File: config.mk
export PLATFORM = sky130hd
export DESIGN_NAME = param_reg_file_flat
export DESIGN_NICKNAME = d
export VERILOG_FILES = /design/src/rtl/rf_pkg.sv /design/src/rtl/param_reg_file_if.sv /design/src/rtl/rf_read_port.sv /design/src/rtl/param_reg_file.sv /design/src/flat_wrapper.sv
export SDC_FILE = /design/constraint.sdc
export NUM_CORES = 2
export LEC_CHECK = 0
export ABC_CLOCK_PERIOD_IN_PS = 48100
export CAP_MARGIN = 20
export CORE_ASPECT_RATIO = 0.8
export CORE_MARGIN = 5
export CORE_UTILIZATION = 50
export DETAILED_ROUTE_END_ITERATION = 16
export PLACE_DENSITY = 0.74
export REMOVE_ABC_BUFFERS = 1
export SLEW_MARGIN = 10
export SYNTH_ARGS = -nofsm -noshare
export SYNTH_HDL_FRONTEND = slang
export SYNTH_SLANG_ARGS = --single-unit
export TNS_END_PERCENT = 1
File: constraint.sdc
create_clock -name Clk -period 48.1 [get_ports Clk]
set_input_delay 7.215 -clock Clk [delete_from_list [all_inputs] [get_ports Clk]]
set_output_delay 7.215 -clock Clk [all_outputs]
set_load 0.02 [all_outputs]
File: src/rtl/rf_pkg.sv
// Shared defaults and reset-value helper for the parametrised register file.
package rf_pkg;

    localparam int unsigned RF_DATA_W  = 32;
    localparam int unsigned RF_ADDR_W  = 5;
    localparam int unsigned INIT_ZERO  = 0;
    localparam int unsigned INIT_INDEX = 1;

    // Reset value of register idx in 32-bit arithmetic; callers truncate to their width.
    function automatic logic [31:0] rf_init_value(input int unsigned idx, input int unsigned mode);
        return (mode == INIT_INDEX) ? 32'(idx + 32'd1) : 32'd0;
    endfunction

endpackage

File: src/rtl/param_reg_file_if.sv
// Read/write bus of the register file: decode/write-back side is master, the file is slave.
interface param_reg_file_if
    import rf_pkg::*;
#(
    parameter int unsigned DATA_W = RF_DATA_W,
    parameter int unsigned ADDR_W = RF_ADDR_W,
    parameter int unsigned NUM_RD = 2
);
    logic [NUM_RD-1:0]        Read_En;
    logic [NUM_RD*ADDR_W-1:0] Read_Addr;
    logic [NUM_RD*DATA_W-1:0] Read_Data;
    logic [1:0]               Wr_En;
    logic [ADDR_W-1:0]        Wr_Addr0;
    logic [DATA_W-1:0]        Wr_Data0;
    logic [ADDR_W-1:0]        Wr_Addr1;
    logic [DATA_W-1:0]        Wr_Data1;

    modport master (
        output Read_En, Read_Addr, Wr_En, Wr_Addr0, Wr_Data0, Wr_Addr1, Wr_Data1,
        input  Read_Data
    );

    modport slave (
        input  Read_En, Read_Addr, Wr_En, Wr_Addr0, Wr_Data0, Wr_Addr1, Wr_Data1,
        output Read_Data
    );
endinterface

File: src/rtl/rf_read_port.sv
// One registered read port with write-first bypass against both write ports.
module rf_read_port
    import rf_pkg::*;
#(
    parameter int unsigned DATA_W   = RF_DATA_W,
    parameter int unsigned ADDR_W   = RF_ADDR_W,
    parameter int unsigned ZERO_REG = 1
) (
    input  logic              Clk,
    input  logic              Reset,
    input  logic              rd_en_i,
    input  logic [ADDR_W-1:0] rd_addr_i,
    input  logic [DATA_W-1:0] rf_data_i,
    input  logic [1:0]        wr_en_i,
    input  logic [ADDR_W-1:0] wr_addr0_i,
    input  logic [DATA_W-1:0] wr_data0_i,
    input  logic [ADDR_W-1:0] wr_addr1_i,
    input  logic [DATA_W-1:0] wr_data1_i,
    output logic [DATA_W-1:0] rd_data_o
);

    logic [DATA_W-1:0] rd_data_d;
    logic [DATA_W-1:0] rd_data_q;

    // Zero register beats any bypass; port 1 beats port 0 when both hit.
    always_comb begin
        rd_data_d = rd_data_q;
        if (rd_en_i) begin
            if ((ZERO_REG != 0) && (rd_addr_i == '0)) begin
                rd_data_d = '0;
            end else if (wr_en_i[1] && (wr_addr1_i == rd_addr_i)) begin
                rd_data_d = wr_data1_i;
            end else if (wr_en_i[0] && (wr_addr0_i == rd_addr_i)) begin
                rd_data_d = wr_data0_i;
            end else begin
                rd_data_d = rf_data_i;
            end
        end
    end

    always_ff @(posedge Clk or posedge Reset) begin
        if (Reset) begin
            rd_data_q <= '0;
        end else begin
            rd_data_q <= rd_data_d;
        end
    end

    assign rd_data_o = rd_data_q;

endmodule

File: src/rtl/param_reg_file.sv
// Parametrised register file: two prioritised write ports, NUM_RD registered bypassing read ports.
module param_reg_file
    import rf_pkg::*;
#(
    parameter int unsigned DATA_W    = RF_DATA_W,
    parameter int unsigned ADDR_W    = RF_ADDR_W,
    parameter int unsigned NUM_RD    = 2,
    parameter int unsigned ZERO_REG  = 1,
    parameter int unsigned INIT_MODE = INIT_INDEX
) (
    input  logic            Clk,
    input  logic            Reset,
    param_reg_file_if.slave bus
);

    localparam int unsigned DEPTH = 32'd1 << ADDR_W;

    logic [DATA_W-1:0]        regs_q [DEPTH];
    logic [DATA_W-1:0]        regs_d [DEPTH];
    logic [DATA_W-1:0]        rd_data [NUM_RD];
    logic [NUM_RD*DATA_W-1:0] rd_flat;

    function automatic logic wr_allowed(input logic [ADDR_W-1:0] addr);
        return !((ZERO_REG != 0) && (addr == '0));
    endfunction

    // Port 1 applied last so it overrides port 0 on an address collision.
    always_comb begin
        regs_d = regs_q;
        if (bus.Wr_En[0] && wr_allowed(bus.Wr_Addr0)) begin
            regs_d[bus.Wr_Addr0] = bus.Wr_Data0;
        end
        if (bus.Wr_En[1] && wr_allowed(bus.Wr_Addr1)) begin
            regs_d[bus.Wr_Addr1] = bus.Wr_Data1;
        end
    end

    always_ff @(posedge Clk or posedge Reset) begin
        if (Reset) begin
            for (int unsigned i = 0; i < DEPTH; i++) begin
                regs_q[i] <= ((ZERO_REG != 0) && (i == 0)) ? '0
                                                           : DATA_W'(rf_init_value(i, INIT_MODE));
            end
        end else begin
            regs_q <= regs_d;
        end
    end

    for (genvar k = 0; k < NUM_RD; k++) begin : g_rd
        logic [ADDR_W-1:0] addr;
        assign addr = bus.Read_Addr[k*ADDR_W +: ADDR_W];

        rf_read_port #(
            .DATA_W   (DATA_W),
            .ADDR_W   (ADDR_W),
            .ZERO_REG (ZERO_REG)
        ) u_rd (
            .Clk        (Clk),
            .Reset      (Reset),
            .rd_en_i    (bus.Read_En[k]),
            .rd_addr_i  (addr),
            .rf_data_i  (regs_q[addr]),
            .wr_en_i    (bus.Wr_En),
            .wr_addr0_i (bus.Wr_Addr0),
            .wr_data0_i (bus.Wr_Data0),
            .wr_addr1_i (bus.Wr_Addr1),
            .wr_data1_i (bus.Wr_Data1),
            .rd_data_o  (rd_data[k])
        );
    end

    always_comb begin
        rd_flat = '0;
        for (int unsigned k = 0; k < NUM_RD; k++) begin
            rd_flat[k*DATA_W +: DATA_W] = rd_data[k];
        end
    end

    assign bus.Read_Data = rd_flat;

endmodule

File: src/flat_wrapper.sv
// flat-port wrapper written by rule: the top's interface ports become plain ports
module param_reg_file_flat import rf_pkg::*;
#(
    parameter int unsigned DATA_W    = RF_DATA_W,
    parameter int unsigned ADDR_W    = RF_ADDR_W,
    parameter int unsigned NUM_RD    = 2,
    parameter int unsigned ZERO_REG  = 1,
    parameter int unsigned INIT_MODE = INIT_INDEX
)
  (Clk, Reset, bus_Read_En, bus_Read_Addr, bus_Wr_En, bus_Wr_Addr0, bus_Wr_Data0, bus_Wr_Addr1, bus_Wr_Data1, bus_Read_Data);
  param_reg_file_if #(.DATA_W(DATA_W), .ADDR_W(ADDR_W), .NUM_RD(NUM_RD)) bus_i ();
  input  logic Clk;
  input  logic Reset;
  input wire logic [$bits(bus_i.Read_En)-1:0] bus_Read_En;
  input wire logic [$bits(bus_i.Read_Addr)-1:0] bus_Read_Addr;
  input wire logic [$bits(bus_i.Wr_En)-1:0] bus_Wr_En;
  input wire logic [$bits(bus_i.Wr_Addr0)-1:0] bus_Wr_Addr0;
  input wire logic [$bits(bus_i.Wr_Data0)-1:0] bus_Wr_Data0;
  input wire logic [$bits(bus_i.Wr_Addr1)-1:0] bus_Wr_Addr1;
  input wire logic [$bits(bus_i.Wr_Data1)-1:0] bus_Wr_Data1;
  output wire logic [$bits(bus_i.Read_Data)-1:0] bus_Read_Data;
  assign bus_i.Read_En = bus_Read_En;
  assign bus_i.Read_Addr = bus_Read_Addr;
  assign bus_i.Wr_En = bus_Wr_En;
  assign bus_i.Wr_Addr0 = bus_Wr_Addr0;
  assign bus_i.Wr_Data0 = bus_Wr_Data0;
  assign bus_i.Wr_Addr1 = bus_Wr_Addr1;
  assign bus_i.Wr_Data1 = bus_Wr_Data1;
  assign bus_Read_Data = bus_i.Read_Data;
  param_reg_file #(.DATA_W(DATA_W), .ADDR_W(ADDR_W), .NUM_RD(NUM_RD), .ZERO_REG(ZERO_REG), .INIT_MODE(INIT_MODE)) u_core (.Clk(Clk), .Reset(Reset), .bus(bus_i));
endmodule
# ---- Word-level counts from Yosys, hierarchy flattened
# Cells that the tools add are included.
dict set report word_totals {
  regBits 1088
  output_inout_bits 64
  word_cells 82
}
dict set report op_classes {
  order_cmp 6
  n_eq_ne 4
  muxes 20
  bitwise_logic 4
  n_reduce_logical 14
}
# cell count
set ops {}
lappend ops {{$bwmux W1024} 2}
lappend ops {{$mux W1024} 2}
lappend ops {{$mux W32} 12}
lappend ops {{$bmux W32 S5} 2}
lappend ops {{$demux W32 S5} 2}
lappend ops {{$ge A6 B6 Y1 const B} 4}
lappend ops {{$not A5 Y6} 4}
lappend ops {{$eq A5 B5 Y1} 4}
lappend ops {{$logic_not A5 Y1} 4}
lappend ops {{$lt A6 B1 Y1 const B} 2}
lappend ops {{$logic_and A1 B1 Y1} 8}
lappend ops {{$logic_not A1 Y1} 2}

# ---- Depth between registers and ports, before layout
dict set report logic_depth {
  word_depth 9
  depth_mapped 9
  depth_no_buf 5
}

# ---- Cells and area by module
# Synthesis repeated with hierarchy kept, for this count alone.
dict set report hier_totals {
  hier_cells 7328
  hier_area_um2 68409.4
}
# module instances cells_each area_per_inst_um2 seq_area_each_um2
set modules_own_cells {}
lappend modules_own_cells {param_reg_file 1 6944 64565.7 25724.7}
lappend modules_own_cells {rf_read_port 2 192 1921.8 800.8}

# ---- Worst setup path after synthesis
# No wires, ideal clock.
dict set report synth_path {
  path_kind {input port to flip-flop}
  start {input port bus_Read_Addr[2]}
  end {register u_core.g_rd[0].u_rd.rd_data_q[10]}
  setup_time_ns 0.146
  arrival_ns 8.963
  path_slack_ns 38.991
  cell_stages 8
  path_buffers 3
  cell_sequence {buf_2 > buf_2 > buf_1 > mux4_2 > a22o_1 > a221o_1 > a221oi_2 > o221ai_1}
}
dict set report synth_via {
  elab_chain_len 7
}
# element line_no
set synth_rtl {}
lappend synth_rtl {{from (decl)} flat_wrapper.sv:15} ;# input wire logic [$bits(bus_i.Read_Addr)-1:0] bus_Read_Addr;
lappend synth_rtl {{$not A5 Y6 (implied by the code)} param_reg_file.sv:62} ;# .rf_data_i (regs_q[addr]),
lappend synth_rtl {{$bmux W32 S5} param_reg_file.sv:62}
lappend synth_rtl {{$mux W32 (implied by the code) (2 in a row)} param_reg_file.sv:62}
lappend synth_rtl {{$mux W32} rf_read_port.sv:33} ;# end else if (wr_en_i[0] && (wr_addr0_i == rd_addr_i)) begin
lappend synth_rtl {{$mux W32} rf_read_port.sv:31} ;# end else if (wr_en_i[1] && (wr_addr1_i == rd_addr_i)) begin
lappend synth_rtl {{$mux W32 *} rf_read_port.sv:29} ;# if ((ZERO_REG != 0) && (rd_addr_i == '0)) begin
lappend synth_rtl {{to (signal assigned)} rf_read_port.sv:45} ;# rd_data_q <= rd_data_d;
lappend synth_rtl {{to (decl)} rf_read_port.sv:23} ;# logic [DATA_W-1:0] rd_data_q;
# Every way passes the cells marked *; elsewhere a longest branch is shown, timed or not. The select of a mux whose other input is x is not followed.
# A chain may end at the register's enable or synchronous reset.

# ---- Final worst setup path
dict set report layout_path {
  start {input port bus_Read_Addr[2]}
  end {register u_core.g_rd[0].u_rd.rd_data_q[3]}
}
# Same word-level chain as after synthesis.

==> summary.txt <==
Outcome
  – Outcome: complete, no violations

Worst hold path
  – Number of stages on the worst hold path: 0
  – Tightest Hold Check Type: register to register

Timing
  – Final worst hold slack: 0.400 ns
  – Setup violators final: 0
  – Portion of the clock cycle consumed by the worst path in the final layout: 0.236
  – Final-report max-slew violation count: 0
  – Time the final worst path needs with I/O delays and setup: 11.35 ns
  – Sum of negative setup slack: 0 ns
  – Max Clk Rate: 0.0881 GHz
  – Number of hold violations in the final report: 0
  – Max_slew headroom: 0.153
  – Worst-Margin Slew: 1.27 ns
  – Setup repair after global routing missed its margin: no
  – Clock tree skew after final layout: 0.0420 ns
  – Worst-case setup margin in the final layout: 36.75 ns

CTS
  – Hold buffer count at CTS: 0
  – Count of buffers added by post-CTS timing repair for setup: 0
  – Cells resized by post-CTS repair: 0
  – Clk pin slew, worst setup/hold paths: 0.07 ns
  – Clock insertion delay at the later pin of the skew report: 0.76 ns
  – CTS Sinks: 1,088
  – Root cell of the clock tree: clkbuf_16
  – Clock tree buffer depth: 3
  – CTS tree: done
  – Number of H-tree branching levels: 3
  – Number of buffers created by CTS: 109

Floorplan
  – Starting utilization of the core area: 0.503
  – Area enclosed by the die boundary: 142,000 µm²
  – Chip Width: 421 µm
  – Rows: 120
  – Top-Level Pins: 154
  – Die outline height: 338 µm
  – Standard cell core area: 134,000 µm²

Setup path
  – Start-to-end type of the worst setup path: input pin to register
  – Origin of the critical flop-to-flop path: u_core.regs_q[7]$_DFF_PP0_
  – Type of element launching the critical path: input pin
  – Peak fanout along the critical path: 88
  – Reg2Reg Depth: 4
  – Endpoint class of the critical path: register
  – Start point of the critical path: bus_Read_Addr[2]
  – Endpoint of the most critical setup path: u_core.g_rd[0].u_rd.rd_data_o[3]$_DFFE_PP0P_
  – CP arrival: 11.91 ns
  – Worst flop-to-flop path endpoint: u_core.g_rd[1].u_rd.rd_data_o[7]$_DFFE_PP0P_
  – Worst-case register-to-register setup slack: 46.03 ns
  – Data required, critical path: 48.66 ns

Pwr
  – Gate power share: 0.248
  – NetSw: 0.000979 W
  – Flop pwr share: 0.450
  – Power share of the clock group: 0.302
  – Internal Dissipation: 0.00205 W
  – Power density of the placed cells: 41.2 nW/µm²
  – Total Power: 0.00302 W
  – Max rail drop VDD: 0.0319 mV
  – Standby leakage power: 30.4 nW
  – Proportion of total power due to net switching: 0.324

Place
  – Sum of net half-perimeters after detailed placement: 145 mm
  – Post-Place Setup Slack: 36.15 ns
  – Gpl congestion: 0.933
  – Count of input and output buffers: 153
  – Placed Cells: 8,325

Synthesis
  – Count leader, synth: mux2i_1
  – Combinational family with the most area after synthesis: multiplexers
  – Distinct cells, synth: 56
  – Primary flip-flop cell chosen by synthesis mapping: dfrtp_1
  – Post-synthesis adder-cell area fraction: 0
  – Synthesized-area fraction occupied by xor and xnor cells: 0.00260
  – Basic-gate share of the synthesized area counting and, or, nand and nor cells: 0.101
  – Dominant cells by area after synthesis: dfrtp_1 (37%), mux2i_1 (16%), mux4_2 (6.7%)
  – Leading area contributor after synthesis: dfrtp_1
  – Post-Synthesis Cell Area: 67,400 µm²
  – Synthesized netlist cell count: 7,069
  – Flops & latches, synth: 1,088
  – Portion of the post-synthesis area used by sequential elements: 0.405
  – Portion of netlist area occupied by mux cells: 0.267
  – Yosys warnings: 0
  – Post-synth EDFFs: 0
  – Mean instance size in the synthesized netlist: 9.54 µm²
  – Top cells by count, synth: mux2i_1 (1,067), dfrtp_1 (1,008), nor2_1 (838), a21oi_1 (828)
  – Async S/R FF share, synth: 1.00
  – Top-area cell type share of the netlist area: 0.374
  – Post-synthesis compound-gate area fraction: 0.168

Detailed routing
  – Vias after detailed routing: 59,900
  – Post-Route WL: 265 mm
  – Detailed-route vias per instance: 7.02
  – Post-route DRC violation count: 0
  – Initial DRC count: 9,916
  – Detail-routed net length per standard cell: 31.0 µm
  – Remaining antenna violation count: 0
  – Pre-antenna DRT Iters: 8

GRT
  – Antenna violations before repair: 7
  – Number of global-route vias before repair: 57,400
  – Global-route wire length before repair: 384 mm
  – Global route overflow: 0
  – GRT Overall Usage: 0.360
  – Pin count of the biggest net entering global routing: 188

Final layout
  – Share of post-route cells with drive strength above 1: 0.153
  – Count of non-filler cells in the finished layout: 8,539
  – Area taken by multi-input logic gates: 37,000 µm²
  – Area growth from synthesis to layout: 8.78%
  – Number of nets at the end of the flow: 6,760
  – Storage element area: 27,300 µm²
  – Number of fill cells in the layout: 11,600

Flow run
  – Number of violations of the max-capacitance limit: 0
## area by class of cell
cell class / count / share of cell area
diodes: 6 / 0.000205
clock buffers: 153 / 0.0429
clock inverters: 52 / 0.00798
inverters: 35 / 0.00189
multi-input cells: 5101 / 0.504
flip-flops and latches: 1088 / 0.373
well taps: 1769 / 0.0302
repair buffers: 335 / 0.0405
## registers in the layout (all words and copies together) (netlist names)
| signal | count |
|---|---|
| u_core.g_rd.u_rd.rd_data_o | 64 |
| u_core.regs_q | 1024 |
## worst min-delay path by stage
stage,start,end,slack (ns)
final,u_core.regs_q[996]$_DFF_PP0_,u_core.regs_q[996]$_DFF_PP0_,0.40
after global routing,u_core.regs_q[994]$_DFF_PP0_,u_core.regs_q[994]$_DFF_PP0_,0.41
after CTS,u_core.regs_q[996]$_DFF_PP0_,u_core.regs_q[996]$_DFF_PP0_,0.40
after detailed placement,u_core.regs_q[996]$_DFF_PP0_,u_core.regs_q[996]$_DFF_PP0_,0.39
after global placement,u_core.regs_q[1012]$_DFF_PP0_,u_core.regs_q[1012]$_DFF_PP0_,0.38
after floorplan,u_core.regs_q[1023]$_DFF_PP0_,u_core.regs_q[1023]$_DFF_PP0_,0.37
## placed cells by master (no fill, tap or decap), types with 41 or more instances in the layout
cell,count
a21oi_1,827
clkbuf_16,111
dfrtp_1,1008
o22ai_1,186
mux4_2,202
a221o_1,62
a22oi_1,93
buf_4,175
nor2b_1,67
o21ai_0,465
nor2_1,805
dfstp_2,80
nand2_1,553
clkdlybuf4s50_1,147
nand4_1,41
mux2_2,248
mux2i_1,1067
a32oi_1,78
nand3_1,69
## power by group through the flow
stage | sequential [W] | combinational, W | clock [W]
finish | 0.00136 | 0.000751 | 0.000913
global route | 0.00138 | 0.000811 | 0.000948
CTS | 0.00135 | 0.000735 | 0.000912
detailed placement | 0.00136 | 0.000734 | 0
global placement | 0.00134 | 0.000705 | 0
floorplan | 0.00131 | 0.000511 | 0
## cells by family after synthesis
family	after synthesis
AO/OA/AOI/OAI	1902
AND/OR/NAND/NOR	1662
multiplexers	1517
flip-flops	1088
buffers and inverters	880
XOR/XNOR	20
## per-layer routing
metal  vias to the layer above  GRT usage  wire (µm)
met3                      1361      0.142      39200
met4                        10      0.228      20800
met2                      5078      0.504     109000
met5                         -    0.00203         95
met1                     28800      0.463      95800
li1                      24700          -          -
## stage by stage
stage,util,instance area (µm²)
5_1_grt,0.548,73300
3_3_place_gp,0.519,69500
4_1_cts,0.547,73300
6_report,0.548,73300
3_5_place_dp,0.519,69600
2_1_floorplan,-,63800
## worst max-delay path, cell delays in order
cell and delay, ns:
buf_8 0.51, buf_4 0.82, buf_4 0.91, buf_4 0.85
mux4_2 0.42, a22o_1 0.26, a221o_1 0.32, a221oi_2 0.19
o221ai_1 0.14
Power figures use the tool's default switching activity.
